===== config.mk =====
export PLATFORM = sky130hd
export DESIGN_NAME = divide1_top_flat
export DESIGN_NICKNAME = d
export VERILOG_FILES = /design/src/rtl/divide1_if.sv /design/src/rtl/divide1_top.sv /design/src/flat_wrapper.sv
export SDC_FILE = /design/constraint.sdc
export NUM_CORES = 1
export LEC_CHECK = 0
export BUFFER_PORTS_ARGS = -buffer_cell sky130_fd_sc_hd__buf_4
export CAP_MARGIN = 20
export CORE_MARGIN = 4
export CORE_UTILIZATION = 59
export CTS_CLUSTER_SIZE = 16
export DETAILED_ROUTE_END_ITERATION = 16
export MAX_ROUTING_LAYER = met4
export PLACE_DENSITY = 0.8
export SYNTH_ARGS = -nofsm -noshare
export SYNTH_HDL_FRONTEND = slang
export SYNTH_SLANG_ARGS = --single-unit

===== constraint.sdc =====
create_clock -name clk -period 2.5 [get_ports clk]
set_input_delay 0.75 -clock clk [delete_from_list [all_inputs] [get_ports clk]]
set_output_delay 0.75 -clock clk [all_outputs]
set_load 0.02 [all_outputs]

===== src/rtl/divide1_if.sv =====
// Start/done/err handshake and operand/result bus between a controller and the divider.
interface divide1_if #(parameter int WIDTH = 8);
  logic             start;
  logic [WIDTH-1:0] dividen;
  logic [WIDTH-1:0] divisor;
  logic [WIDTH-1:0] Q;
  logic [WIDTH-1:0] R;
  logic             done;
  logic             sign;
  logic             err;

  modport master (output start, dividen, divisor, input Q, R, done, sign, err);
  modport slave  (input start, dividen, divisor, output Q, R, done, sign, err);
endinterface


===== src/rtl/divide1_top.sv =====
// Iterative signed restoring divider, one quotient bit per clock; C-style truncated Q,
// remainder takes the dividend's sign. Divide-by-zero and MIN/-1 report err instead.
module divide1_top #(
  parameter int WIDTH = 8
) (
  input  logic      clk,
  input  logic      reset,
  divide1_if.slave  bus
);
  localparam int CW = $clog2(WIDTH + 1);

  typedef enum logic [2:0] {S_IDLE, S_ITER, S_FIX, S_DONE, S_ERR} state_t;

  state_t           r_state, w_next;
  logic [WIDTH:0]   r_rem;
  logic [WIDTH-1:0] r_quo, r_dvs, r_raw, r_q, r_r;
  logic [CW-1:0]    r_cnt;
  logic             r_sign, r_dneg, r_done, r_err;

  logic [WIDTH-1:0] w_abs_a, w_abs_b, w_min;
  logic             w_bad, w_ge;
  logic [WIDTH+1:0] w_shrem;
  logic [WIDTH:0]   w_diff;

  always_comb begin
    w_min   = {1'b1, {(WIDTH-1){1'b0}}};
    // |MIN| wraps to MIN, which is exactly 2^(W-1) when read as unsigned
    w_abs_a = bus.dividen[WIDTH-1] ? -bus.dividen : bus.dividen;
    w_abs_b = bus.divisor[WIDTH-1] ? -bus.divisor : bus.divisor;
    w_bad   = (bus.divisor == '0) || ((bus.dividen == w_min) && (bus.divisor == '1));
    w_shrem = {r_rem, r_quo[WIDTH-1]};
    w_ge    = (w_shrem >= {2'b00, r_dvs});
    // when w_ge holds the difference is below |divisor|, so W+1 bits suffice
    w_diff  = w_shrem[WIDTH:0] - {1'b0, r_dvs};
  end

  always_ff @(posedge clk or negedge reset) begin
    if (!reset) r_state <= S_IDLE;
    else        r_state <= w_next;
  end

  always_comb begin
    w_next = r_state;
    case (r_state)
      S_IDLE: if (bus.start) w_next = w_bad ? S_ERR : S_ITER;
      S_ITER: if (r_cnt == CW'(1)) w_next = S_FIX;
      S_FIX:  w_next = S_DONE;
      S_DONE: w_next = S_IDLE;
      S_ERR:  w_next = S_IDLE;
      default: w_next = S_IDLE;
    endcase
  end

  always_ff @(posedge clk or negedge reset) begin
    if (!reset) begin
      r_rem  <= '0;
      r_quo  <= '0;
      r_dvs  <= '0;
      r_raw  <= '0;
      r_cnt  <= '0;
      r_sign <= 1'b0;
      r_dneg <= 1'b0;
      r_q    <= '0;
      r_r    <= '0;
      r_done <= 1'b0;
      r_err  <= 1'b0;
    end else begin
      // pulses are registered off the DONE/ERR states, so they land one edge later
      r_done <= (r_state == S_DONE);
      r_err  <= (r_state == S_ERR);
      case (r_state)
        S_IDLE: if (bus.start) begin
          r_quo  <= w_abs_a;
          r_dvs  <= w_abs_b;
          r_raw  <= bus.dividen;
          r_rem  <= '0;
          r_cnt  <= CW'(WIDTH);
          r_sign <= bus.dividen[WIDTH-1] ^ bus.divisor[WIDTH-1];
          r_dneg <= bus.dividen[WIDTH-1];
        end
        S_ITER: begin
          if (w_ge) begin
            r_rem <= w_diff;
            r_quo <= {r_quo[WIDTH-2:0], 1'b1};
          end else begin
            r_rem <= w_shrem[WIDTH:0];
            r_quo <= {r_quo[WIDTH-2:0], 1'b0};
          end
          r_cnt <= r_cnt - CW'(1);
        end
        S_FIX: begin
          r_q <= r_sign ? -r_quo : r_quo;
          r_r <= r_dneg ? -r_rem[WIDTH-1:0] : r_rem[WIDTH-1:0];
        end
        S_ERR: begin
          r_q <= '1;
          r_r <= r_raw;
        end
        default: ;
      endcase
    end
  end

  assign bus.Q    = r_q;
  assign bus.R    = r_r;
  assign bus.done = r_done;
  assign bus.err  = r_err;
  assign bus.sign = r_sign;
endmodule


===== src/flat_wrapper.sv =====
// flat-port wrapper written by rule: the top's interface ports become plain ports
module divide1_top_flat 
#(
  parameter int WIDTH = 8
)
  (clk, reset, bus_start, bus_dividen, bus_divisor, bus_Q, bus_R, bus_done, bus_sign, bus_err);
  divide1_if #(.WIDTH(WIDTH)) bus_i ();
  input  logic clk;
  input  logic reset;
  input wire logic [$bits(bus_i.start)-1:0] bus_start;
  input wire logic [$bits(bus_i.dividen)-1:0] bus_dividen;
  input wire logic [$bits(bus_i.divisor)-1:0] bus_divisor;
  output wire logic [$bits(bus_i.Q)-1:0] bus_Q;
  output wire logic [$bits(bus_i.R)-1:0] bus_R;
  output wire logic [$bits(bus_i.done)-1:0] bus_done;
  output wire logic [$bits(bus_i.sign)-1:0] bus_sign;
  output wire logic [$bits(bus_i.err)-1:0] bus_err;
  assign bus_i.start = bus_start;
  assign bus_i.dividen = bus_dividen;
  assign bus_i.divisor = bus_divisor;
  assign bus_Q = bus_i.Q;
  assign bus_R = bus_i.R;
  assign bus_done = bus_i.done;
  assign bus_sign = bus_i.sign;
  assign bus_err = bus_i.err;
  divide1_top #(.WIDTH(WIDTH)) u_core (.clk(clk), .reset(reset), .bus(bus_i));
endmodule

Yosys cells after proc, flatten, opt, wreduce, memory -nomap -nowiden:

Cells that the tools add are included.

* register bits after elaboration: 60
* output and inout port bits: 19
* input bits: 19

* bitwise logic cells: 1
* $add $sub $neg: 6
* muxes and demuxes: 18
* equal/unequal tests: 9
* $lt $le $gt $ge: 1
* reductions and logical operators: 9

Operator list (count)
* $pmux 8 s2: 3
* $mux 8: 5
* $neg 8->8: 4
* $mux 9: 2
* $pmux 9 s2: 1
* $eq 8x8->1 const B: 2
* $ge 10x8->1: 1
* $mux 3: 3
* $pmux 3 s3: 1
* $sub 9x8->9: 1
* $logic_not 8->1: 1
* $pmux 4 s2: 1
* $eq 3x2->1 const B: 2
* $reduce_and 2->1: 3
* $eq 4x1->1 const B: 1
* $mux 4: 1
* $reduce_bool 2->1: 2
* $sub 4x1->4 const B: 1
* $eq 3x1->1 const B: 1
* $eq 3x3->1 const B: 1
* $logic_not 3->1: 1
* $ne 2x1->1 const B: 1
* $ne 2x2->1 const B: 1
* $logic_and 1x1->1: 1
* other kinds (3): 3

Longest topological paths before layout:

* depth after elaboration: 6
* gate-level depth with buffers: 10
* gate-level depth less buffers: 9

Worst setup path before layout:

Ideal clock, no wire load.

* path kind: input-to-reg
* start: in bus_divisor[0]
* end: reg u_core.r_state[0]
* buffers on the path: 0
* slack: 413 ps
* data required time: 2371 ps
* arrival time: 1959 ps
* setup time: 129 ps
* stages: 7
* path through: inv_1 -> ha_1 -> or3b_2 -> nor3_1 -> a32oi_1 -> a221oi_1 -> nor3_1

* cells in the longest elaborated chain, start to end: 6
* elaborated cells between the ends (all ways): 7
* those cells by class: eq/ne (1); mux (3); reduce/logical (3)

RTL lines
* start: declaration: RTL line flat_wrapper.sv:12 `input wire logic [$bits(bus_i.divisor)-1:0] bus_divisor;`
* $eq 8x8->1: RTL line divide1_top.sv:30 `w_bad = (bus.divisor == '0) || ((bus.dividen == w_min) && (bus.divisor == '1));`
* $logic_and 1x1->1: RTL line divide1_top.sv:30
* $logic_or 1x1->1 (*): RTL line divide1_top.sv:30
* $mux 3 (*) (2 in series): RTL line divide1_top.sv:45 `S_IDLE: if (bus.start) w_next = w_bad ? S_ERR : S_ITER;`
* $pmux 3 s3 (*): RTL line divide1_top.sv:44 `case (r_state)`
* end signal: assignment: RTL line divide1_top.sv:39 `else r_state <= w_next;`
* end: declaration: RTL line divide1_top.sv:14 `state_t r_state, w_next;`

Every way passes the cells marked *; elsewhere a longest branch is shown, timed or not. The select of a mux whose other input is x is not followed.
A chain may end at the register's enable or synchronous reset.

Worst setup path in the final report:

* start: reg u_core.r_quo[7]
* end: reg u_core.r_rem[7]

* cells in the longest elaborated chain, start to end: 3
* elaborated cells between the ends (all ways): 4
* those cells by class: add/sub (1); order compare (1); mux (2)

RTL lines
* start: declaration: RTL line divide1_top.sv:16 `logic [WIDTH-1:0] r_quo, r_dvs, r_raw, r_q, r_r;`
* start signal: assignment: RTL line divide1_top.sv:73 `r_quo <= w_abs_a;`
* start signal: assignment: RTL line divide1_top.sv:84 `r_quo <= {r_quo[WIDTH-2:0], 1'b1};`
* start signal: assignment: RTL line divide1_top.sv:87 `r_quo <= {r_quo[WIDTH-2:0], 1'b0};`
* $sub 9x8->9 or $ge 10x8->1 (tied branches): RTL line divide1_top.sv:34, divide1_top.sv:32
* $mux 9 (*): RTL line divide1_top.sv:82 `if (w_ge) begin`
* $pmux 9 s2 (*): RTL line divide1_top.sv:71 `case (r_state)`
* end signal: assignment: RTL line divide1_top.sv:83 `r_rem <= w_diff;`
* end signal: assignment: RTL line divide1_top.sv:86 `r_rem <= w_shrem[WIDTH:0];`
* end: declaration: RTL line divide1_top.sv:15 `logic [WIDTH:0] r_rem;`

Every way passes the cells marked *; elsewhere a longest branch is shown, timed or not.

==> results_dict.tcl <==
set metrics [dict create \
    clkPwrFrac 0.167 \
    cts_hold_buffers 0 \
    power_uw 5610 \
    grt_use_met2 0.381 \
    cts_buffer_depth 2 \
    period_share 0.887 \
    async_flop_share 1.00 \
    first_iter_violations 301 \
    grt_overflow 0 \
    grt_util_all_layers 0.247 \
    grt_first_pass_wirelength_mm 13.8 \
    numCtsBuffers 9 \
    antenna_cells 0 \
    post-dp-hpwl_mm 5.94 \
    antenna_left 0 \
    start_kind "flop" \
    syn_nets 423 \
    hold_class "primary input to asynchronous set/reset pin" \
    cts.htree.levels 3 \
    boundaryPins 38 \
    synth_edf_count 0 \
    routed-via-count 2976 \
    avgSynthCellArea_um2 8.95 \
    met3_usage 0.0363 \
    crit_arrival_ns 2.42 \
    dieArea_mm2 0.00718 \
    switchingPower_uw 2400 \
    gp_congestion 0.910 \
    clkLatencyLatePin_ns 0.33 \
    p_comb_frac 0.501 \
    fmax_mhz 451 \
    swShare 0.429 \
    cts_resized 0 \
    rows 27 \
    p_leak_uw 0.00186 \
    grt_start_max_net_pins 60 \
    final_max_slew_viol_count 0 \
    drcViolationCount 0 \
    cp_max_fo 12 \
    critPathCaptureType "flop" \
    hold_violations 0 \
    period_needed_ns 2.22 \
    clock_skew_ns 0.00380 \
    syn_area_mm2 0.00347 \
    p_seq_frac 0.332 \
    worstMarginPinSlew_ns 0.728 \
    relSlewSlack 0.514 \
    cts.clk_slew.worst_paths_ns 0.07 \
    p_int_uw 3200 \
    routed_via_density 5.96 \
    core_region_area_mm2 0.00561 \
    root_buffer "clkbuf_8" \
    fp.dieH_um 84.7 \
    fin_nets 458 \
    busiest_layer "met2" \
    grt_pass1_vias 2942 \
    netlist_instances 388 \
    area_delta_synth_final_pct 15.2 \
    outcome "completed" \
    cp.required_ns 2.70 \
    dominantRegCellSynth "dfrtp_1" \
    drive_gt1_frac 0.176 \
    synth_warnings 0 \
    antenna_found_initial 0 \
    cts_tree "yes" \
    firstDrtPassIters 5 \
    criticalPathCategory "flop to flop" \
    die_x_um 84.7 \
    ir_worst_vdd_mv 0.635 \
    wl_mm 8.07 \
    rsz0062_at_grt "false" \
    cts_sinks 59 \
    ys_seq_area_frac 0.425 \
    num-fill-cells 457 \
    max_cap_viol_count 0 \
    power_density_mw_per_mm2 1400 \
    use_met1 0.325 \
    start_util 0.619 \
    ys_types 56 \
    setup-tns-final_ns 0 \
    wire_per_inst_um 16.2 \
    postCtsSetupRepairBufs 0 \
    finalSetupViolations 0 \
    synth_seq_cells 59 \
    portBuffers 37 \
]
-- power by group through the flow --
stage	Combinational [uW]	Sequential, uW	Clock, uW
2_1_floorplan	2050	1840	0
3_3_place_gp	2700	1840	0
6_report	2810	1860	936
5_1_grt	3160	1930	976
4_1_cts	2810	1850	941
3_5_place_dp	2780	1870	0
-- cells by family after synthesis --
family / share of synthesized area
buffers and inverters: 0.0537
xor gates and xnor gates: 0.0656
adders and majority gates: 0.0598
DFF: 0.425
and+or+nand+nor: 0.192
AOI/OAI and AO/OA: 0.178
muxes: 0.0259
-- stage by stage --
step | std cells | setup WS [ns] | hold slack (ns) | utilization | area, um^2
finish | 499 | 0.283 | 0.480 | 0.714 | 4000
global route | 499 | 0.116 | 0.526 | 0.714 | 4000
CTS | 499 | 0.334 | 0.483 | 0.714 | 4000
detailed placement | 484 | 0.104 | 0.467 | 0.676 | 3790
global placement | 484 | 0.213 | 0.467 | 0.676 | 3790
floorplan | 388 | 0.413 | 0.446 | - | 3470
-- state kept, by name (all words and copies together), names as in the netlist, 3 cells and up --
name,flops
u_core.r_rem,9
u_core.bus.Q,8
u_core.bus.R,8
u_core.r_dvs,8
u_core.r_quo,8
u_core.r_raw,7
u_core.r_cnt,4
u_core.r_state,3
-- cells in the mapped netlist, drive strengths merged, types with 4 or more instances --
cell type	instances	share of area
a21oi	20	0.029
a22oi	8	0.017
a32oi	4	0.010
buf	10	0.019
clkbuf	10	0.011
dfrtp	59	0.43
ha	15	0.054
inv	22	0.024
mux2i	9	0.026
nand2	54	0.059
nand2b	5	0.0090
nand3	7	0.010
nor2	34	0.037
nor2b	5	0.0090
nor3	10	0.016
o21ai	36	0.053
o22ai	4	0.0072
o31ai	5	0.012
or2	4	0.0072
xnor2	11	0.028
xor2	15	0.038
-- area by class of cell --
cell class                 instances  area (um^2)  area share
tap                               72         90.1      0.0225
clock buffer                      14          183      0.0456
multi-input combinational        287         1810       0.452
timing repair buffer              44          330      0.0825
inverter                          22         82.6      0.0206
clock inverter                     1         30.0     0.00750
sequential                        59         1480       0.369
-- path summary, 6_finish.rpt --
check | start | end | slack, ns | cells past startpoint
worst min-delay path | reset | u_core.bus.Q[1] | 0.48 | 1
max in group asynchronous | reset | u_core.r_rem[7] | 1.54 | 1
min in group clk | u_core.r_raw[6] | u_core.r_raw[6] | 0.49 | 2
worst max-delay path | u_core.r_quo[7] | u_core.r_rem[7] | 0.28 | 10
worst max register to register | u_core.r_quo[7] | u_core.r_rem[7] | 0.28 | 10
worst min register to register | u_core.r_raw[6] | u_core.r_raw[6] | 0.49 | 2
-- cells in the final DEF, fill, tap and decap left out, drive strengths merged, types with 9 or more instances in the layout --
cell type  netlist  routed
dfrtp           59      59
nand2           54      54
buf             10      44
o21ai           36      36
nor2            34      34
inv             22      22
a21oi           20      20
xor2            15      15
ha              15      15
clkbuf          10      14
xnor2           11      11
nor3            10      10
mux2i            9       9
-- routing by layer --
metal	vias up	share of wire	wire [um]
li1	1424	-	-
met2	101	0.47	3800
met3	23	0.069	554
met1	1428	0.44	3520
met5	-	0	0
met4	0	0.024	194
-- critical path, cell delays in order (launching register included) --
cell	delay, ns
dfrtp_1	0.40
inv_1	0.12
ha_1	0.20
inv_1	0.07
fa_1	0.40
nand3_1	0.13
a31oi_1	0.10
nor3_2	0.12
buf_4	0.21
nand2b_1	0.22
o21ai_0	0.11
(Power assumes the default switching activity.)
